`src/rtl/spi_flash_apb_arb.sv`:
```
// Two-master APB arbiter in front of the SPI flash slave: m0 is the read-only fetch path and m1 is the data path.
// Define SPI_FLASH_ARB_FETCH_PRIO_EN for fixed m0 priority; leave it undefined for round-robin.
module spi_flash_apb_arb #(
  parameter int P_ADDR_W      = 32,
  parameter int P_DATA_W      = 32,
  parameter int P_STRB_W      = 4,
  parameter bit RR_RESET_LAST = 1'b1
) (
  input  logic                pclk,
  input  logic                preset,
  input  logic                m0_psel,
  input  logic                m0_penable,
  input  logic                m0_pwrite,
  input  logic [P_ADDR_W-1:0] m0_paddr,
  input  logic [P_DATA_W-1:0] m0_pwdata,
  input  logic [P_STRB_W-1:0] m0_pwstrb,
  output logic                m0_pready,
  output logic                m0_pslverr,
  output logic [P_DATA_W-1:0] m0_prdata,
  input  logic                m1_psel,
  input  logic                m1_penable,
  input  logic                m1_pwrite,
  input  logic [P_ADDR_W-1:0] m1_paddr,
  input  logic [P_DATA_W-1:0] m1_pwdata,
  input  logic [P_STRB_W-1:0] m1_pwstrb,
  output logic                m1_pready,
  output logic                m1_pslverr,
  output logic [P_DATA_W-1:0] m1_prdata,
  output logic                s_psel,
  output logic                s_penable,
  output logic                s_pwrite,
  output logic [P_ADDR_W-1:0] s_paddr,
  output logic [P_DATA_W-1:0] s_pwdata,
  output logic [P_STRB_W-1:0] s_pwstrb,
  input  logic                s_pready,
  input  logic                s_pslverr,
  input  logic [P_DATA_W-1:0] s_prdata
);

  // state  | meaning
  // IDLE   | sampling requests, no downstream activity
  // SETUP  | downstream setup phase (psel=1, penable=0), one cycle
  // ACCESS | downstream access phase, held until s_pready
  // ERR    | m0 attempted a write; error response to m0 for one cycle
  localparam logic [1:0] ST_IDLE   = 2'd0;
  localparam logic [1:0] ST_SETUP  = 2'd1;
  localparam logic [1:0] ST_ACCESS = 2'd2;
  localparam logic [1:0] ST_ERR    = 2'd3;

  logic [1:0]          state_q, state_d;
  logic                gnt_q, gnt_d;
  logic                gnt_sel;
  logic                pwrite_q, pwrite_d;
  logic [P_ADDR_W-1:0] paddr_q, paddr_d;
  logic [P_DATA_W-1:0] pwdata_q, pwdata_d;
  logic [P_STRB_W-1:0] pwstrb_q, pwstrb_d;
  logic                req0, req1;
  logic                done, err;
`ifndef SPI_FLASH_ARB_FETCH_PRIO_EN
  logic                last_q, last_d;
`endif

  assign req0 = m0_psel && m0_penable;
  assign req1 = m1_psel && m1_penable;

  always_comb begin
    state_d  = state_q;
    gnt_d    = gnt_q;
    pwrite_d = pwrite_q;
    paddr_d  = paddr_q;
    pwdata_d = pwdata_q;
    pwstrb_d = pwstrb_q;
`ifdef SPI_FLASH_ARB_FETCH_PRIO_EN
    gnt_sel  = !req0;
`else
    last_d   = last_q;
    gnt_sel  = (req0 && req1) ? !last_q : req1;
`endif
    case (state_q)
      ST_IDLE: begin
        if (req0 || req1) begin
          gnt_d    = gnt_sel;
`ifndef SPI_FLASH_ARB_FETCH_PRIO_EN
          last_d   = gnt_sel;
`endif
          pwrite_d = gnt_sel ? m1_pwrite : m0_pwrite;
          paddr_d  = gnt_sel ? m1_paddr  : m0_paddr;
          pwdata_d = gnt_sel ? m1_pwdata : m0_pwdata;
          pwstrb_d = gnt_sel ? m1_pwstrb : m0_pwstrb;
          // the fetch path is read-only, so its writes never reach the flash
          state_d  = (!gnt_sel && m0_pwrite) ? ST_ERR : ST_SETUP;
        end
      end
      ST_SETUP:  state_d = ST_ACCESS;
      ST_ACCESS: if (s_pready) state_d = ST_IDLE;
      default:   state_d = ST_IDLE;
    endcase
  end

  always_ff @(posedge pclk) begin
    if (preset) begin
      state_q  <= ST_IDLE;
      gnt_q    <= 1'b0;
      pwrite_q <= 1'b0;
      paddr_q  <= '0;
      pwdata_q <= '0;
      pwstrb_q <= '0;
`ifndef SPI_FLASH_ARB_FETCH_PRIO_EN
      last_q   <= RR_RESET_LAST;
`endif
    end else begin
      state_q  <= state_d;
      gnt_q    <= gnt_d;
      pwrite_q <= pwrite_d;
      paddr_q  <= paddr_d;
      pwdata_q <= pwdata_d;
      pwstrb_q <= pwstrb_d;
`ifndef SPI_FLASH_ARB_FETCH_PRIO_EN
      last_q   <= last_d;
`endif
    end
  end

  assign s_psel    = (state_q == ST_SETUP) || (state_q == ST_ACCESS);
  assign s_penable = (state_q == ST_ACCESS);
  assign s_pwrite  = pwrite_q;
  assign s_paddr   = paddr_q;
  assign s_pwdata  = pwdata_q;
  assign s_pwstrb  = pwstrb_q;

  assign done = (state_q == ST_ACCESS) && s_pready;
  assign err  = (state_q == ST_ERR);

  assign m0_pready  = (done && !gnt_q) || err;
  assign m0_pslverr = (done && !gnt_q && s_pslverr) || err;
  assign m0_prdata  = (done && !gnt_q) ? s_prdata : '0;
  assign m1_pready  = done && gnt_q;
  assign m1_pslverr = done && gnt_q && s_pslverr;
  assign m1_prdata  = (done && gnt_q) ? s_prdata : '0;

endmodule

```
`config.mk`:
```
export PLATFORM = sky130hd
export DESIGN_NAME = spi_flash_apb_arb
export DESIGN_NICKNAME = d
export VERILOG_FILES = /design/src/rtl/spi_flash_apb_arb.sv
export SDC_FILE = /design/constraint.sdc
export NUM_CORES = 1
export LEC_CHECK = 0
export ABC_AREA = 0
export BUFFER_PORTS_ARGS = -buffer_cell sky130_fd_sc_hd__buf_4
export CAP_MARGIN = 20
export CORE_AREA = 2 2 124 126
export DETAILED_ROUTE_END_ITERATION = 6
export DIE_AREA = 0 0 126 128
export MAX_ROUTING_LAYER = met4
export PLACE_DENSITY = 0.69
export SETUP_SLACK_MARGIN = 0.02
export SYNTH_ARGS = -nofsm -noshare
export SYNTH_HDL_FRONTEND = slang
export SYNTH_SLANG_ARGS = --single-unit
```
`constraint.sdc`:
```
create_clock -name pclk -period 2.43 [get_ports pclk]
set_input_delay 0.486 -clock pclk [delete_from_list [all_inputs] [get_ports pclk]]
set_output_delay 0.486 -clock pclk [all_outputs]
set_load 0.02 [all_outputs]
```
* Word-level counts from Yosys, hierarchy flattened
Cells that the tools add are included.
Storage, ports and cells: register bits 73, bits of input ports 178, output and inout bits 139
Cells by class: equal/unequal tests 5, muxes and demuxes 11, reduce and logical (&&, ||, !) cells 19
Operators with widths (count):
- 2-to-1 mux 32 bit | 4
- logical AND 1 bit | 9
- 2-to-1 mux 2 bit | 3
- case mux 2 bit (3 select lines) | 1
- == test 2 bit, second input constant | 2
- logical OR 1 bit | 4
- 2-to-1 mux 4 bit | 1
- AND reduction 2 bit | 2
- logical NOT 1 bit | 3
- == test 2 x 1 -> 1 bit, second input constant | 1
- logical NOT 2 bit | 1
- 2-to-1 mux 1 bit | 2
- != test 2 x 1 -> 1 bit, second input constant | 1
- != test 2 bit, second input constant | 1

* Longest topological paths before layout
Gate-level depths: netlist (run 1).
depth in word-level cells 8, depth in mapped cells 8

* Worst setup path before layout (run 1)
Ideal clock, no wire load.
path type register -> output, start register state_q[0], end output port m1_prdata[22], arrival time 1686 ps, setup slack 258 ps, stages on the path, launching flop included 7, path buffers 2, cells stage by stage dfxtp_1 > inv_1 > ha_1 > and3_1 > clkbuf_1 > clkbuf_1 > and2_1
On the way: longest elaborated chain between the ends 4
Ends and longest elaborated chain:
- start: declaration | RTL line 50 | logic [1:0] state_q, state_d;
- start signal: assignment | RTL line 112 | state_q <= state_d;
- == test 2 bit
- net s_penable | RTL line 30 | output logic s_penable,
- logical AND 1 bit | RTL line 131 | assign done = (state_q == ST_ACCESS) && s_pready;
- logical AND 1 bit | RTL line 139 | assign m1_prdata = (done && gnt_q) ? s_prdata : '0;
- net m1_pready | RTL line 26 | output logic m1_pready,
- 2-to-1 mux 32 bit | RTL line 139
- end: declaration | RTL line 28 | output logic [P_DATA_W-1:0] m1_prdata,
The timed path passes the listed nets, and every way through them passes these cells.

* Worst setup path after layout (run 1)
start register state_q[0], end output port m0_pready
On the way: longest elaborated chain between the ends 4
Ends and longest elaborated chain:
- == test 2 bit | RTL line 131
- logical AND 1 bit | RTL line 131
- logical AND 1 bit | RTL line 134 | assign m0_pready = (done && !gnt_q) || err;
- logical OR 1 bit * | RTL line 134
- end: declaration | RTL line 17 | output logic m0_pready,
Every way passes the cells marked *; elsewhere a longest branch is shown, timed or not.

==> results.md, run 1 <==
* Status: completed
* Hold Slack at 427.9 ps
* Crit path cell chain: inv_1 > ha_1 > nand2_1 > nor2_1 > buf_4 > or2_2 > buf_4
* Max-Cap Viols at 0
* Setup ws final at 176.6 ps
* Nets at 972
* Vias in the first global route at 4,968
* CP Class: reg -> out
* Yosys reg bits at 73
* Measured slew at the worst slew-check pin at 869.8 ps
* Worst Setup EP: m0_pready
* Post-Synth Simple-Gate Area at 20.25%
* Fmax at 443.8 MHz
* Placement row count at 45
* Commonest non-fill, non-tap cell in the layout: buf_4
* Crit-path max cell delay at 350 ps
* Synth Instances at 515
* Cts bufs inserted at 9
* Detailed Route WL at 17,760 µm
* First-pass GRT wire length at 26,880 µm
* Most used cell, CP: buf_4
* Die area at 0.01613 mm²
* Reg2reg path depth at 6
* Tmin final at 2253 ps
* Skew-Pair Late Insertion Delay at 340 ps
* DIE WIDTH at 126 µm
* Post-synthesis cell area at 0.004109 mm²
* Metal1 wirelength at 6811 µm
* Combinational share of power at 40.7%
* WP data required at 1940 ps
* Clk pin slew, worst setup/hold paths at 60 ps
* DR WL/cell at 18.03 µm
* Initial DRC count at 244
* Final Slew Violations at 0
* Critical path's slowest cell: dfxtp_2
* Reg power frac at 31.7%
* Clk pwr share at 27.6%
* Antenna-violating nets left at 0
* Via/cell ratio at 5.232
* # DRC at 0
* Max layer used: met4
* Tcrit/Tclk final at 92.73%
* RSZ-0062 raised after global routing: no
* Terminus of the critical flop-to-flop path: s_pwdata[3]
* Sw power at 1.785 mW
* Worst min path class: in -> reg
* PD cells at 698.5 mW/mm²
* GRT Util Overall at 21.54%
* Worst reg2reg setup slack at 410 ps
* Multiplexer share of the synthesized area at 0%
* Root Buffer: clkbuf_16
* Met3 WL at 1185 µm
* Overflow left after global routing at 0
* Largest net degree at the start of global routing at 72
* Die height at 128 µm
* GPL Wtd Cong at 0.9436
* Initial Utilization at 27.64%
* Critical path startpoint category: flip-flop
* Port-buffer cells at 316
* Post-Layout Inst Area at 0.006920 mm²
* Vias at 5,154
* WP data arrival at 1770 ps
* CTS sink count at 73
* Sw frac at 36.93%
* Final HPWL DP at 12,350 µm
* Core area at 0.01486 mm²
* Max FO, Critical Path at 34
* Slew headroom at 41.88%
* LEAKAGE at 3.049 nW
* Synth cell types at 31
* Fin. Hold Viols at 0
* Worst Setup SP: state_q[0]
* Syn Nets at 697
* Adder-cell share of the synthesized area at 1.218%
* P_int at 3.049 mW
* Ys Warns at 0
* Syn-to-layout area delta at 68.42%
* Fraction of layout cells with a size suffix above 1 at 46.42%
* Clk buf depth at 2
* Initial antenna violation count at 2
* Worst R2R Start: state_q[1]
* Finish-stage setup viols at 0
* Register area share after synthesis at 35.57%
* Most frequent cells in the layout: 326 x buf_4, 72 x dfxtp_1, 71 x a21oi_1
* Io pins at 317
* Largest family of logic cells by synthesized area: compound AO/OA/AOI/OAI gates
* CTS tree: yes
* Met2 Wirelength at 9100 µm
* Post-synthesis xor/xnor area fraction at 0%
* CP endpoint kind: output port
* Hold-fix buffers at CTS at 0
* Fin Setup TNS at 0 ps
* Syn_area_per_cell at 7.979 µm²
* Skew final at 8.298 ps
* Placed Instance Area at 0.006615 mm²
* VDD IR max at 0.4395 mV
* DRT Pass-1 Iters at 4
* Post-place setup slack at 179.6 ps
* Post-synthesis compound-gate area fraction at 35.05%
* H-tree depth at 3
[power groups by stage]
stage | registers [mW] | clock network (mW) | logic [mW]
after global routing | 1.56 | 1.42 | 2.12
after global placement | 1.55 | 0 | 1.98
after floorplan | 1.79 | 0 | 0.859
after detailed placement | 1.56 | 0 | 1.98
after CTS | 1.53 | 1.37 | 1.98
final | 1.53 | 1.33 | 1.97
[logic make-up after synthesis]
kind of cell / after synthesis
buffers and inverters: 72
AND/OR/NAND/NOR: 148
flip-flops: 73
adder cells (fa/ha/maj): 4
AO/OA/AOI/OAI: 218
[cells in the mapped netlist]
library cell | instances | area share, %
and2_1 | 66 | 10
clkbuf_4 | 1 | 0.18
a311oi_1 | 60 | 13
nand2_1 | 3 | 0.27
a22oi_1 | 1 | 0.18
nand3_2 | 1 | 0.24
nand3b_1 | 1 | 0.18
a21o_1 | 1 | 0.18
and3_1 | 2 | 0.30
o21bai_1 | 1 | 0.18
or2_2 | 1 | 0.15
buf_2 | 26 | 3.2
buf_4 | 3 | 0.55
nor2_1 | 1 | 0.091
nor2_2 | 1 | 0.15
ha_1 | 4 | 1.2
a311oi_2 | 10 | 3.7
o21ai_1 | 10 | 1.2
inv_1 | 4 | 0.37
o21ai_0 | 61 | 7.4
nand3_1 | 70 | 8.5
a21oi_1 | 71 | 8.6
buf_6 | 1 | 0.27
buf_1 | 1 | 0.091
dfxtp_1 | 73 | 36
a22o_1 | 1 | 0.21
nand2b_1 | 1 | 0.15
clkbuf_1 | 36 | 3.3
o221ai_2 | 1 | 0.37
nor3_1 | 1 | 0.12
a211oi_1 | 1 | 0.18
[sequential cells by signal, summed over array words and instances (netlist names)]
name	count
last_q	1
s_pwdata	32
state_q	2
s_paddr	32
s_pwstrb	4
s_pwrite	1
gnt_q	1
[metal layers]
| metal | global-route usage (%) | up-vias |
|---|---|---|
| met1 | 23.38 | 2375 |
| met3 | 4.967 | 45 |
| met2 | 37.22 | 253 |
| li1 | - | 2481 |
| met5 | - | - |
| met4 | 10.47 | 0 |
[cell type report]
cell class,instances,area [µm²]
Antenna cell,2,5.005
Clock buffer,9,225.2
Clock inverter,7,68.82
Fill cell,1505,7944
Inverter,4,15.01
Multi-Input combinational cell,370,2341
Sequential cell,73,1463
Tap cell,188,235.2
Timing Repair Buffer,332,2567
[stage by stage]
| stage | cells | util, % | total power [mW] |
|---|---|---|---|
| after CTS | 983 | 46.49 | 4.883 |
| after global placement | 967 | 44.50 | 3.522 |
| final | 985 | 46.56 | 4.834 |
| after global routing | 985 | 46.56 | 5.097 |
| after floorplan | 515 | - | 2.651 |
| after detailed placement | 967 | 44.50 | 3.532 |
[worst min-delay path by stage]
stage | slack, ps | cells past startpoint | from | end
after global placement | 510 | 2 | last_q | last_q
after CTS | 410 | 3 | m1_pwdata[5] | s_pwdata[5]
after floorplan | 460 | 2 | gnt_q | gnt_q
after detailed placement | 510 | 2 | gnt_q | gnt_q
after global routing | 420 | 3 | m1_paddr[20] | s_paddr[20]
final | 430 | 3 | m1_pwdata[5] | s_pwdata[5]
[worst max-delay path, delay by kind of cell (launching register included)]
kind | cells | cell delay (ps)
buffers and inverters | 3 | 430
adders and majority gates | 1 | 240
DFF | 1 | 350
and+or+nand+nor | 3 | 410
[what timing repair did]
item / CTS / global route
resized for setup: 1 / 2
setup endpoints to repair: 34 / 34
buffers inserted: 0 / 0
Power figures use the tool's default switching activity.
==> run 2: changes to the inputs <==
--- a/config.mk
+++ b/config.mk
@@ -8,11 +8,12 @@
 export ABC_AREA = 0
 export BUFFER_PORTS_ARGS = -buffer_cell sky130_fd_sc_hd__buf_4
 export CAP_MARGIN = 20
-export CORE_AREA = 2 2 124 126
+export CELL_PAD_IN_SITES_DETAIL_PLACEMENT = 2
+export CELL_PAD_IN_SITES_GLOBAL_PLACEMENT = 2
+export CORE_UTILIZATION = 21
 export DETAILED_ROUTE_END_ITERATION = 6
-export DIE_AREA = 0 0 126 128
 export MAX_ROUTING_LAYER = met4
-export PLACE_DENSITY = 0.69
+export PLACE_DENSITY = 0.94
 export SETUP_SLACK_MARGIN = 0.02
 export SYNTH_ARGS = -nofsm -noshare
 export SYNTH_HDL_FRONTEND = slang
==> run 2 against run 1 <==
  * Cell area up 2.4%
  * Flip-flop and latch count unchanged
  * Power up 6.6%
  * First-iteration DRC count shrank 29%
  * Clock skew increased by 0.54 ps
  * Largest power group unchanged
  * Highest routed layer unchanged
  * Non-clock buffer count is the same
==> results.md, run 2 (synthesis gave the netlist of run 1 again) <==
* Clk pin slew, worst setup/hold paths at 60 ps
* Reg2reg path depth at 6
* Clk buf depth at 2
* Max-Cap Viols at 0
* Hold Path End: s_paddr[24]
* Crit-path max cell delay at 420 ps
* Cell family with most CP delay: simple AND/OR/NAND/NOR gates
* Initial Utilization at 21.68%
* GPL Wtd Cong at 0.7863
* Worst reg2reg setup slack at 690 ps
* Most frequent cells in the layout: 322 x buf_4, 72 x dfxtp_1, 71 x a21oi_1
* CP Class: reg -> out
* Skew final at 8.836 ps
* Tmin final at 2289 ps
* Post-Layout Inst Area at 0.007086 mm²
* Vias at 5,412
* Worst R2R Start: state_q[1]
* Largest net degree at the start of global routing at 72
* CTS sink count at 73
* Final Slew Violations at 0
* Overflow left after global routing at 0
* Initial antenna violation count at 1
* DRT Pass-1 Iters at 7
* Port-buffer cells at 316
* Hold-fix buffers at CTS at 0
* DR WL/cell at 21.42 µm
* H-tree depth at 3
* Cts bufs inserted at 9
* First-pass GRT wire length at 33,620 µm
* Fin. Hold Viols at 0
* PD cells at 727.0 mW/mm²
* CP bufs+invs at 1
* Skew-Pair Late Insertion Delay at 350 ps
* Status: completed
* Io pins at 317
* Hold depth at 3
* Final HPWL DP at 16,520 µm
* Tcrit/Tclk final at 94.18%
* # DRC at 0
* Critical path's slowest cell: dfxtp_1
* Initial DRC count at 174
* Commonest non-fill, non-tap cell in the layout: buf_4
* LEAKAGE at 3.080 nW
* Die height at 141.9 µm
* Placement row count at 50
* WP data required at 1940 ps
* Terminus of the critical flop-to-flop path: s_pwdata[8]
* Setup ws final at 141.4 ps
* Antenna-violating nets left at 0
* VDD IR max at 0.3276 mV
* Worst min path class: in -> reg
* Detailed Route WL at 22,620 µm
* Placed Instance Area at 0.006743 mm²
* Crit path cell chain: ha_1 > and3_4 > and2_1 > buf_4
* CP endpoint kind: output port
* Hold Startpoint: m1_paddr[24]
* Root Buffer: clkbuf_16
* Die area at 0.02013 mm²
* Finish-stage setup viols at 0
* CTS tree: yes
* Fraction of layout cells with a size suffix above 1 at 46.42%
* Filler cells at 2,177
* Max FO, Critical Path at 34
* Vias in the first global route at 5,769
* Slew headroom at 59.10%
* RSZ-0062 raised after global routing: no
* Via/cell ratio at 5.125
* Critical path startpoint category: flip-flop
* Post-place setup slack at -5.486 ps
* Setup bufs post-CTS at 0
* DIE WIDTH at 141.9 µm
* Core area at 0.01896 mm²
* GRT Util Overall at 22.69%
* WP data arrival at 1800 ps
* Nets at 972
* Post-CTS sizing at 2
* Syn-to-layout area delta at 72.44%
* Measured slew at the worst slew-check pin at 613.6 ps
* Fmax at 436.9 MHz
-- run 2: cell count changes in the layout (fill, tap and decap cells not counted) --
cell / delta
buf_12: +3
clkinv_2: -1
inv_6: -1
bufinv_16: +1
clkbuf_8: +2
buf_4: -4
buf_6: +1
diode_2: -1
clkinvlp_4: -1
-- run 2: routing by layer --
layer | routed length (µm) | up-vias | global-route usage [%]
li1 | - | 2478 | -
met2 | 12150 | 221 | 41.22
met3 | 1351 | 49 | 6.041
met5 | 0 | - | -
met1 | 8390 | 2664 | 22.94
met4 | 730 | 0 | 9.451
-- run 2: final cells by class --
cell class	instances	area, µm²	area share [%]
Timing Repair Buffer	332	2609	36.82
Multi-Input combinational cell	370	2341	33.04
Sequential cell	73	1463	20.64
Tap cell	260	325.3	4.591
Clock buffer	11	252.7	3.567
Clock inverter	5	77.57	1.095
Inverter	4	15.01	0.2119
Antenna cell	1	2.502	0.03532
-- run 2: how the worst max path moves through the flow --
stage / depth (start not counted) / slack (ps) / from / end
5_1_grt: 6 / 50 / state_q[1] / m0_prdata[6]
3_5_place_dp: 4 / -5 / state_q[1] / m1_prdata[29]
4_1_cts: 7 / 40 / state_q[0] / m0_pready
2_1_floorplan: 6 / 260 / state_q[0] / m1_prdata[22]
3_3_place_gp: 5 / 250 / state_q[0] / m1_prdata[25]
6_report: 4 / 140 / state_q[1] / m1_prdata[29]
-- run 2: tightest hold or removal path, stage by stage --
cell      delay (ps)
buf_4            110
nand3_1           50
a311oi_1          80
-- run 2: per-stage QoR --
step / setup TNS, ps / hold slack (ps) / util, % / total power, mW / instances
floorplan: 0 / 463.0 / - / 2.651 / 515
global placement: 0 / 487.9 / 35.57 / 3.583 / 1039
detailed placement: -5.486 / 498.7 / 35.57 / 3.665 / 1039
CTS: 0 / 414.7 / 37.34 / 5.196 / 1055
global route: 0 / 419.9 / 37.38 / 5.388 / 1056
finish: 0 / 425.1 / 37.38 / 5.151 / 1056
-- run 2: power breakdown --
group          switching, mW  internal (mW)  total (mW)
Combinational           1.23          0.870        2.10
Sequential             0.128           1.42        1.54
Clock                  0.555          0.952        1.51
Total                   1.91           3.24        5.15
